===== src/rtl/pipe_phy_responder.sv =====
// PIPE PHY behavioural responder: answers receiver detect, power-down
// and rate-change requests from a MAC with PhyStatus/RxStatus handshakes.
module pipe_phy_responder #(
  parameter int LANESNUMBER    = 16,
  parameter int DETECT_LATENCY = 4,
  parameter int RATE_LATENCY   = 8
) (
  input  logic                     CLK,
  input  logic                     reset,
  input  logic [LANESNUMBER-1:0]   TxDetectRx_Loopback,
  input  logic [LANESNUMBER-1:0]   TxElecIdle,
  input  logic [4*LANESNUMBER-1:0] PowerDown,
  input  logic [3:0]               Rate,
  input  logic                     PclkChangeAck,
  input  logic [LANESNUMBER-1:0]   RxPresent,
  output logic [LANESNUMBER-1:0]   PhyStatus,
  output logic [3*LANESNUMBER-1:0] RxStatus,
  output logic                     PclkChangeOk,
  output logic                     Busy
);

  localparam int L  = LANESNUMBER;
  localparam int DL = (DETECT_LATENCY < 1) ? 1 : DETECT_LATENCY;
  localparam int RL = (RATE_LATENCY < 1) ? 1 : RATE_LATENCY;
  localparam int MX = (DL > RL) ? ((DL > 2) ? DL : 2)
                                : ((RL > 2) ? RL : 2);
  localparam int CW = $clog2(MX + 1);

  typedef enum logic [2:0] {
    RST_HOLD, IDLE, DETECT, DETECT_DONE,
    PD_CHANGE, RATE_WAIT, RATE_ACK
  } state_t;

  state_t           state, stateN;
  logic [CW-1:0]    cnt, cntN;
  logic [L-1:0]     mask, maskN;
  logic [4*L-1:0]   pdQ, pdN;
  logic [3:0]       rateQ, rateN;
  logic [L-1:0]     phyN;
  logic [3*L-1:0]   rxN;
  logic             okN, busyN;
  logic [L-1:0]     detReq;

  assign detReq = TxDetectRx_Loopback & TxElecIdle;

  always_ff @(posedge CLK or negedge reset) begin
    if (!reset) begin
      state        <= RST_HOLD;
      cnt          <= '0;
      mask         <= '0;
      pdQ          <= '0;
      rateQ        <= '0;
      PhyStatus    <= '1;
      RxStatus     <= '0;
      PclkChangeOk <= 1'b0;
      Busy         <= 1'b1;
    end else begin
      state        <= stateN;
      cnt          <= cntN;
      mask         <= maskN;
      pdQ          <= pdN;
      rateQ        <= rateN;
      PhyStatus    <= phyN;
      RxStatus     <= rxN;
      PclkChangeOk <= okN;
      Busy         <= busyN;
    end
  end

  always_comb begin
    stateN = state;
    cntN   = cnt;
    maskN  = mask;
    pdN    = pdQ;
    rateN  = rateQ;
    phyN   = '0;
    rxN    = '0;
    okN    = 1'b0;
    unique case (state)
      RST_HOLD: begin
        phyN = '1;
        if (cnt == CW'(1)) begin
          stateN = IDLE;
          cntN   = '0;
          pdN    = PowerDown;
          rateN  = Rate;
          phyN   = '0;
        end else begin
          cntN = cnt + CW'(1);
        end
      end
      IDLE: begin
        cntN = '0;
        // rate beats power-down beats detect
        if (Rate != rateQ) begin
          stateN = RATE_WAIT;
        end else if (PowerDown != pdQ) begin
          stateN = PD_CHANGE;
        end else if (|detReq) begin
          stateN = DETECT;
          maskN  = detReq;
        end
      end
      DETECT: begin
        if (cnt == CW'(DL - 1)) begin
          stateN = DETECT_DONE;
          cntN   = '0;
          phyN   = mask;
          for (int i = 0; i < L; i++) begin
            if (mask[i] && RxPresent[i]) rxN[3*i +: 3] = 3'b011;
          end
        end else begin
          cntN = cnt + CW'(1);
        end
      end
      DETECT_DONE: begin
        if (TxDetectRx_Loopback == '0) begin
          stateN = IDLE;
          maskN  = '0;
        end
      end
      PD_CHANGE: begin
        if (cnt == CW'(1)) begin
          stateN = IDLE;
          cntN   = '0;
          phyN   = '1;
          pdN    = PowerDown;
        end else begin
          cntN = cnt + CW'(1);
        end
      end
      RATE_WAIT: begin
        if (cnt == CW'(RL - 1)) begin
          stateN = RATE_ACK;
          cntN   = '0;
          okN    = 1'b1;
        end else begin
          cntN = cnt + CW'(1);
        end
      end
      RATE_ACK: begin
        okN = 1'b1;
        if (PclkChangeAck) begin
          stateN = IDLE;
          okN    = 1'b0;
          phyN   = '1;
          rateN  = Rate;
        end
      end
      default: stateN = RST_HOLD;
    endcase
    busyN = (stateN != IDLE);
  end

endmodule


===== config.mk =====
export PLATFORM = sky130hd
export DESIGN_NAME = pipe_phy_responder
export DESIGN_NICKNAME = d
export VERILOG_FILES = /design/src/rtl/pipe_phy_responder.sv
export SDC_FILE = /design/constraint.sdc
export NUM_CORES = 1
export LEC_CHECK = 0
export CAP_MARGIN = 20
export CORE_UTILIZATION = 43
export CTS_CLUSTER_SIZE = 12
export DETAILED_ROUTE_END_ITERATION = 10
export PLACE_DENSITY_LB_ADDON = 0.15
export SLEW_MARGIN = 25
export SYNTH_ARGS = -nofsm -noshare
export SYNTH_HDL_FRONTEND = slang
export SYNTH_SLANG_ARGS = --single-unit

===== constraint.sdc =====
create_clock -name CLK -period 1.9 [get_ports CLK]
set_input_delay 0.38 -clock CLK [delete_from_list [all_inputs] [get_ports CLK]]
set_output_delay 0.38 -clock CLK [all_outputs]
set_load 0.005 [all_outputs]

==> reports/metrics.csv <==
stage;metric;value;unit
run_status;status;finished with violations;
run_status;failing checks;setup timing;
synth;Yosys top cell area share;0.451;
power_and_ir_drop;cell area power density;1290;nW/um^2
timing;final setup vio count;17;
finish;fillers;1067;
synth;Post-synth EDFFs;0;
synth;Main synth FF type;dfrtp_1;
global_route;vias in the first global route;4424;
route;routed vias;4359;
finish;area grow syn2layout;44.7;%
run;Max Cap Viol;0;
worst_setup_path;critical path startpoint category;primary input;
route;drt drc;0;
clocking;Num CTS Buffers;17;
worst_setup_path;CP Max Fanout;8;
place;gpl congestion;0.834;
clocking;CTS H-tree lvls;4;
timing;RSZ-0062 raised after global routing;yes;
global_route;initial antenna violation count;0;
synth;Avg Cell Area, Syn;11.7;sq um
timing;Max Slew Vio Count;0;
worst_setup_path;worst setup path class;primary input to flop;
finish;fraction of layout cells with a size suffix above 1;0.233;
floorplan;# rows;42;
clocking;clock root buffer;clkbuf_16;
clocking;Worst-Skew Late Latency;0.41;ns
worst_setup_path;CP Cell Sequence;clkdlybuf4s50_1 -> xnor2_1 -> nand4_1 -> nor4_2 -> nand4_1 -> buf_4 -> nor4_4 -> buf_4 -> buf_12 -> mux2i_1;
route;Post-DRT Antenna Nets;0;
route;Routed wire per std cell;14.9;um
finish;ANT cells;0;
global_route;GRT Total Usage;0.193;
synth;#FFs+latches synth;125;
synth;Synth cell types;38;
global_route;largest net degree at the start of global routing;49;
finish;Util after Layout;0.646;
synth;mapped cell area;5990;sq um
clocking;CTS tree;yes;
synth;Cells after Synth;510;
route;DR vias/cell;4.91;
worst_setup_path;Largest stage delay, worst path;0.49;ns
timing;fmax;0.471;GHz
route;drt first pass iters;4;
synth;most frequent cell after synthesis;dfrtp_1;
synth;Synth area leaders;dfrtp_1, mux2_2, xnor2_1, dfstp_2, nand2_1;
worst_setup_path;Crit. End Element;flop;
finish;nets@finish;820;
synth;dominant cell type by area after synthesis;dfrtp_1;
synth;yosys warns;0;
global_route;grt ovf;0;
floorplan;die span in x;120;um
power_and_ir_drop;worst vdd rail ir drop;0.000789;V
clocking;clock-pin slew on the worst setup and hold paths;0.05;ns
worst_setup_path;CP max-delay cell;clkdlybuf4s50_1;
route;1st-iter DRT viols;145;
clocking;Sink Count;125;
floorplan;core box area;13400;sq um
timing;fin worst setup slack;-0.225;ns
global_route;global-route wire length before repair;21500;um
worst_hold_path;HP Class;primary input to flop;
synth;ys async rst share;1.00;
timing;Fin Clk Skew;0.00746;ns
synth;Synth top cells by count;dfrtp_1, nand2_1, mux2_2;
worst_setup_path;Critical Path AT;2.44;ns
timing;fin crit share;1.12;
power_and_ir_drop;final total power;11.2;mW
clocking;CTS Buffer Depth;2;
worst_setup_path;CP Data Required Time;2.22;ns
place;input/output buffers;168;
floorplan;Initial Util;0.447;
synth;sequential share of the synthesized area;0.526;
timing;Final Hold Fails;0;
floorplan;num ports;185;
timing;min Tclk post-route;2.12;ns
floorplan;Die H;120;um
place;detailed placer's ending HPWL;9940;um
floorplan;Die ar.;14400;sq um
power_and_ir_drop;Lkg Pwr;3.66;nW
route;Routed WL;13200;um
timing repair:
action | 4_1_cts | 5_1_grt
buffers inserted | 1 | 1
endpoints found under the setup margin | 18 | 30
hold buffers | 1 | 0
gates resized for setup | 24 | 7
endpoints found under the hold margin | 21 | 0
cloned | 0 | 1
pin swaps | 7 | 2
worst paths after layout:
| kind | cells past startpoint | end | slack [ns] | start |
|---|---|---|---|---|
| setup reg to reg | 9 | mask[4] | -0.21 | pdQ[0] |
| hold / removal | 2 | pdQ[27] | 0.37 | PowerDown[27] |
| max in group asynchronous | 3 | PhyStatus[1] | 0.77 | reset |
| hold reg to reg | 2 | PhyStatus[12] | 0.49 | mask[12] |
| setup / recovery | 10 | mask[4] | -0.22 | PowerDown[14] |
| min in group asynchronous | 2 | RxStatus[25] | 0.46 | reset |
critical path, delay by kind of cell:
family	cells	cell delay, ns
xor+xnor	1	0.12
buf+inv	4	0.99
simple gates	4	0.74
mux	1	0.20
stage by stage:
step | cell area [sq um] | instances | hold slack (ns) | worst slack, ns | TNS, ns
2_1_floorplan | 6040 | 525 | 0.0844 | 0.0188 | 0
3_3_place_gp | 7950 | 852 | 0.339 | -0.731 | -13.57
3_5_place_dp | 7950 | 852 | 0.340 | -0.821 | -14.89
4_1_cts | 8590 | 886 | 0.353 | -0.202 | -2.73
5_1_grt | 8660 | 888 | 0.361 | -0.367 | -5.96
6_report | 8660 | 888 | 0.372 | -0.225 | -3.40
metal layers:
metal / share of wire / GRT usage / vias up
li1: - / - / 2084
met1: 0.42 / 0.230 / 2093
met2: 0.48 / 0.315 / 160
met3: 0.081 / 0.0665 / 22
met4: 0.021 / 0.0883 / 0
met5: 0 / 0 / -
cell type report:
| cell class | count | area (sq um) | share of cell area |
|---|---|---|---|
| inverters | 2 | 7.51 | 0.000867 |
| repair buffers | 206 | 2030 | 0.234 |
| flip-flops and latches | 125 | 3150 | 0.364 |
| clock buffers | 27 | 523 | 0.0604 |
| clock inverters | 5 | 103 | 0.0118 |
| well taps | 176 | 220 | 0.0254 |
| multi-input cells | 347 | 2630 | 0.304 |
sequential cells by signal, indices dropped and copies added, names as in the netlist, 3 cells and up:
name	cells
mask	16
RxStatus	16
cnt	4
pdQ	64
state	3
rateQ	4
PhyStatus	16
report_power, final:
group,switching (mW),internal (mW),total [mW],leakage (nW)
combinational,1.33,2.16,3.49,1.82
clock,1.08,2.27,3.35,0.304
sequential,0.604,3.76,4.36,1.54
cell families (layout without fill, tap and decap cells):
group                    Yosys count  in the layout  share of synthesized area
AND/OR/NAND/NOR                  151            151                      0.128
adder cells (fa/ha/maj)            2              2                    0.00418
buffers and inverters             53            240                     0.0579
flip-flops                       125            125                      0.526
other                              1             16                   0.000626
AO/OA/AOI/OAI                     24             24                     0.0263
multiplexers                      85             85                      0.156
XOR/XNOR                          69             69                      0.101
cell usage in the layout, fill, tap and decap left out, types with 6 or more instances in the layout:
cell type        Yosys  routed
buf_4               33      31
clkbuf_16            0      18
clkdlybuf4s50_1      0     149
dfrtp_1            108     108
nand2_1             76      75
clkbuf_8             0       6
nand4_1             19      19
conb_1               1      16
and3_1              16      16
dlygate4sd2_1        0      18
mux2i_1             16      16
dfstp_2             17      17
xnor2_1             64      64
mux2_2              69      69
o21ai_0              9       8
Note: power is estimated with default switching activity, not from simulation.
==> edit 1: new RTL, same flow settings <==
The 7 states of `state_t` get a Gray code encoding in 3 bits.
--- a/src/rtl/pipe_phy_responder.sv
+++ b/src/rtl/pipe_phy_responder.sv
@@ -28,6 +28,6 @@
 
   typedef enum logic [2:0] {
-    RST_HOLD, IDLE, DETECT, DETECT_DONE,
-    PD_CHANGE, RATE_WAIT, RATE_ACK
+    RST_HOLD = 3'b000, IDLE = 3'b001, DETECT = 3'b011, DETECT_DONE = 3'b010,
+    PD_CHANGE = 3'b110, RATE_WAIT = 3'b111, RATE_ACK = 3'b101
   } state_t;
 
Function: same outputs for any inputs over 4 cycles, from zero or initial values and one cycle with reset low; so few cycles prove little.
==> edit 1 against the unedited design <==
- the run still ends with setup timing left
- sequential cell count stayed put
- setup slack gained 0.019 ns
- sequential power grew 1%
- count of clock-buffer cells in the layout fell by 10
- power rose by 5.4%
- synthesized area decreased by 0.13%
- cell count increased by 2.3%
- die area is 0.12% lower
- routed wire length rose by 8.4%
- cell area up 3.8%
- sequential share of layout area fell by 1.3 points
- clock skew shrank 0.0015 ns
- critical path type is now register to register
- largest cell class unchanged
==> edit 1: results (changes against the unedited design) <==
clock slew at reported path FFs=0.06 ns; Crit path largest cell delay=0.42 ns (-0.07 ns); largest net degree at the start of global routing=40 (-18%); CTS H-Tree Depth=4 (unchanged); HPWL after DPL=10300 um (+3.4%); Slowest-stage cell, CP=dfrtp_1; final worst slack=-0.206 ns (+0.0185 ns); Avg WL per Cell=15.8 um (+6.0%); vias in the first global route=4696 (+6.1%); max reg flops=64 (unchanged); Compound-Gate Fraction of Synth Area=3.18% (+0.55 points); switch share=28.4% (+1.5 points); Worst Skew=0.00596 ns (-0.00150 ns); first-pass GRT wire length=23100 um (+7.1%); most frequent cells after synthesis=108 x dfrtp_1, 74 x nand2_1, 68 x mux2_2, 68 x xnor2_1, 32 x buf_4; All-Layer GR Usage=21.1% (+1.7 points); GP Congestion=0.883 (+5.9%); synth top area cells=dfrtp_1 45%, mux2_2 13%, xnor2_1 10%; CTS resizes=18 (-25%); Biggest register=pdQ; ANT cells=0 (unchanged); Synth Area in XOR/XNOR=9.96% (-0.13 points); cell count after placement=868 (+1.9%); Synth Area per Inst=11.7 um^2 (-0.52%); fin nets=840 (+2.4%); Placed Area=8120 um^2 (+2.2%); layout cells sized above 1=27.6% (+4.3 points); synth unique cells=37 (-2.6%); iteration count of the initial detailed-routing pass=4 (unchanged); Clock Tree Root=clkbuf_16; Max VDD drop=0.624 mV (-21%); drt total wl=14400 um (+8.4%); clk buf depth=2 (unchanged); Final Setup Violations=88 (+71); Pleak=0.00385 uW (+5.3%); Worst Path Arrival=2.44 ns (about the same); status=complete, but fails checks; setup TNS=-12.58 ns (-9.17 ns); failing checks=setup timing; mux contribution to synthesized area=15.5% (-0.17 points); initial antenna violation count=0 (unchanged); Layout fillers=1023 (-4.1%); worst hold path type=input port to register; Via Count=4507 (+3.4%); sequential cell area fraction in the yosys report=52.7% (+0.066 points); dpl ws=-0.867 ns (-0.0464 ns); Synth Area in Adders=0.418% (+0.00052 points); IO Port Bufs=168 (unchanged); setup bufs post-CTS=4 (+3); Max FO, Critical Path=16 (+8); DRT iter0 DRCs=224 (+54%)
==> edit 1: critical path: cells and delay by family (launching register included) <==
kind,cells,cell delay [ns]
XOR/XNOR,1,0.16
flip-flops,1,0.42
buffers and inverters,2,0.37
multiplexers,1,0.21
AND/OR/NAND/NOR,4,0.87
==> edit 1: cell type report <==
type / instances / area, um^2 / area share (%)
clock buffers: 17 / 425 / 4.73
clock inverters: 15 / 221 / 2.46
inverters: 6 / 22.5 / 0.250
multi-input cells: 348 / 2760 / 30.7
flip-flops and latches: 125 / 3150 / 35.0
well taps: 176 / 220 / 2.45
repair buffers: 221 / 2200 / 24.4
==> edit 1: worst paths after layout <==
path	end	slack (ns)	startpoint	depth (start not counted)
worst max-delay path	mask[15]$_DFFE_PN0P_	-0.21	pdQ[24]$_DFFE_PN0P_	8
worst min-delay path	pdQ[41]$_DFFE_PN0P_	0.30	PowerDown[41]	2
worst max register to register	mask[15]$_DFFE_PN0P_	-0.21	pdQ[24]$_DFFE_PN0P_	8
worst min register to register	PhyStatus[12]$_DFF_PN1_	0.50	mask[12]$_DFFE_PN0P_	2
max in group asynchronous	PhyStatus[11]$_DFF_PN1_	0.71	reset	3
min in group asynchronous	pdQ[49]$_DFFE_PN0P_	0.53	reset	2
==> edit 1: metal layers <==
metal / GRT usage, % / up-vias / part of all wire (%)
met4: 7.81 / 0 / 2.0
met5: 0 / - / 0
li1: - / 2146 / -
met3: 6.75 / 27 / 7.0
met2: 35.8 / 161 / 50
met1: 24.8 / 2173 / 41
==> edit 1: power groups by stage <==
stage | Combinational (uW) | Clock, uW | Sequential (uW)
global placement | 3470 | 0 | 4380
detailed placement | 3570 | 0 | 4430
global route | 4220 | 3700 | 4520
floorplan | 2370 | 0 | 4290
finish | 3890 | 3510 | 4410
CTS | 3800 | 3580 | 4390
==> edit 2: new RTL, same settings <==
Made on the original files. `DETECT_LATENCY`: 4 -> 2.
--- a/src/rtl/pipe_phy_responder.sv
+++ b/src/rtl/pipe_phy_responder.sv
@@ -3,5 +3,5 @@
 module pipe_phy_responder #(
   parameter int LANESNUMBER    = 16,
-  parameter int DETECT_LATENCY = 4,
+  parameter int DETECT_LATENCY = 2,
   parameter int RATE_LATENCY   = 8
 ) (
Check against the original RTL: not equivalent (Yosys sat finds a counterexample within 10 cycles, from zero or initial values and one cycle with reset low).
==> edit 2 against the unedited design <==
- the flow still finishes with violations (setup timing)
- sequential cell count did not move
- setup slack improved by 0.12 ns
- clock power rose by 4%
- combinational power rose by 36%
- cell area rose by 6.2%
- routed wire length rose by 12%
- synthesized area barely moved
- critical path depth fell by 4
- power rose by 12%
- clock skew rose by 0.0050 ns
- critical endpoint is now rateQ[2]$_DFFE_PN0P_
==> edit 2: results (changes against the unedited design) <==
HPWL after DPL=10200 um (+2.4%); most frequent cells after synthesis=108 x dfrtp_1, 74 x nand2_1, 68 x mux2_2; Compound-Gate Fraction of Synth Area=2.44% (-0.19 points); GP Congestion=0.806 (-3.4%); status=complete, but fails checks; Reg power frac=34.4% (-4.5 points); Layout fillers=979 (-8.2%); Worst Skew=0.0125 ns (+0.00504 ns); failing checks=setup timing; Synth Area in Adders=0.418% (about the same); vias in the first global route=4555 (+3.0%); drt total wl=14900 um (+12%); Crit path largest cell delay=0.41 ns (-0.08 ns); DRT iter0 DRCs=210 (+45%); setup TNS=-3.31 ns (+0.0980 ns); first-pass GRT wire length=22000 um (+2.2%); switch share=27.8% (+0.87 points); dpl ws=-0.620 ns (+0.201 ns); final worst slack=-0.100 ns (+0.124 ns); area delta synth->final=53.6%; largest net degree at the start of global routing=56 (+14%); Final Setup Violations=79 (+62); All-Layer GR Usage=20.1% (+0.74 points); Max VDD drop=0.848 mV (+7.5%); synth unique cells=42 (+11%); Vias/cell=4.97 (+1.2%); sequential cell area fraction in the yosys report=52.6% (about the same)
==> edit 2: worst paths after layout <==
| kind | from | end | slack [ns] | depth (start not counted) |
|---|---|---|---|---|
| max | cnt[1]$_DFFE_PN0P_ | rateQ[2]$_DFFE_PN0P_ | -0.10 | 6 |
| min reg2reg | mask[13]$_DFFE_PN0P_ | PhyStatus[13]$_DFF_PN1_ | 0.49 | 2 |
| max reg2reg | cnt[1]$_DFFE_PN0P_ | rateQ[2]$_DFFE_PN0P_ | -0.10 | 6 |
| max in group asynchronous | reset | pdQ[48]$_DFFE_PN0P_ | 0.79 | 3 |
| min | PowerDown[45] | pdQ[45]$_DFFE_PN0P_ | 0.28 | 2 |
| min in group asynchronous | reset | pdQ[55]$_DFFE_PN0P_ | 0.46 | 2 |
==> edit 2: routing by layer <==
layer / wire (um) / up-vias / global-route usage (%) / share of wire, %
met4: 159 / 2 / 6.41 / 1.1
met5: 12 / - / 0 / 0.081
met2: 7560 / 160 / 35.0 / 51
met3: 1060 / 15 / 7.37 / 7.1
met1: 6100 / 2213 / 22.6 / 41
li1: - / 2110 / - / -
==> edit 2: area by class of cell <==
| type | instances | area share (%) |
|---|---|---|
| clock inverter | 12 | 2.09 |
| tap | 176 | 2.39 |
| inverter | 6 | 0.245 |
| clock buffer | 20 | 4.86 |
| timing repair buffer | 226 | 25.9 |
| multi-input combinational | 341 | 30.3 |
| sequential | 125 | 34.2 |
==> edit 2: logic make-up (layout without fill, tap and decap cells) <==
kind of cell,after synthesis,after routing
AND/OR/NAND/NOR,148,148
flip-flops,125,125
multiplexers,84,84
XOR/XNOR,69,69
buffers and inverters,56,264
AO/OA/AOI/OAI,22,22
adder cells (fa/ha/maj),2,2
other,1,16
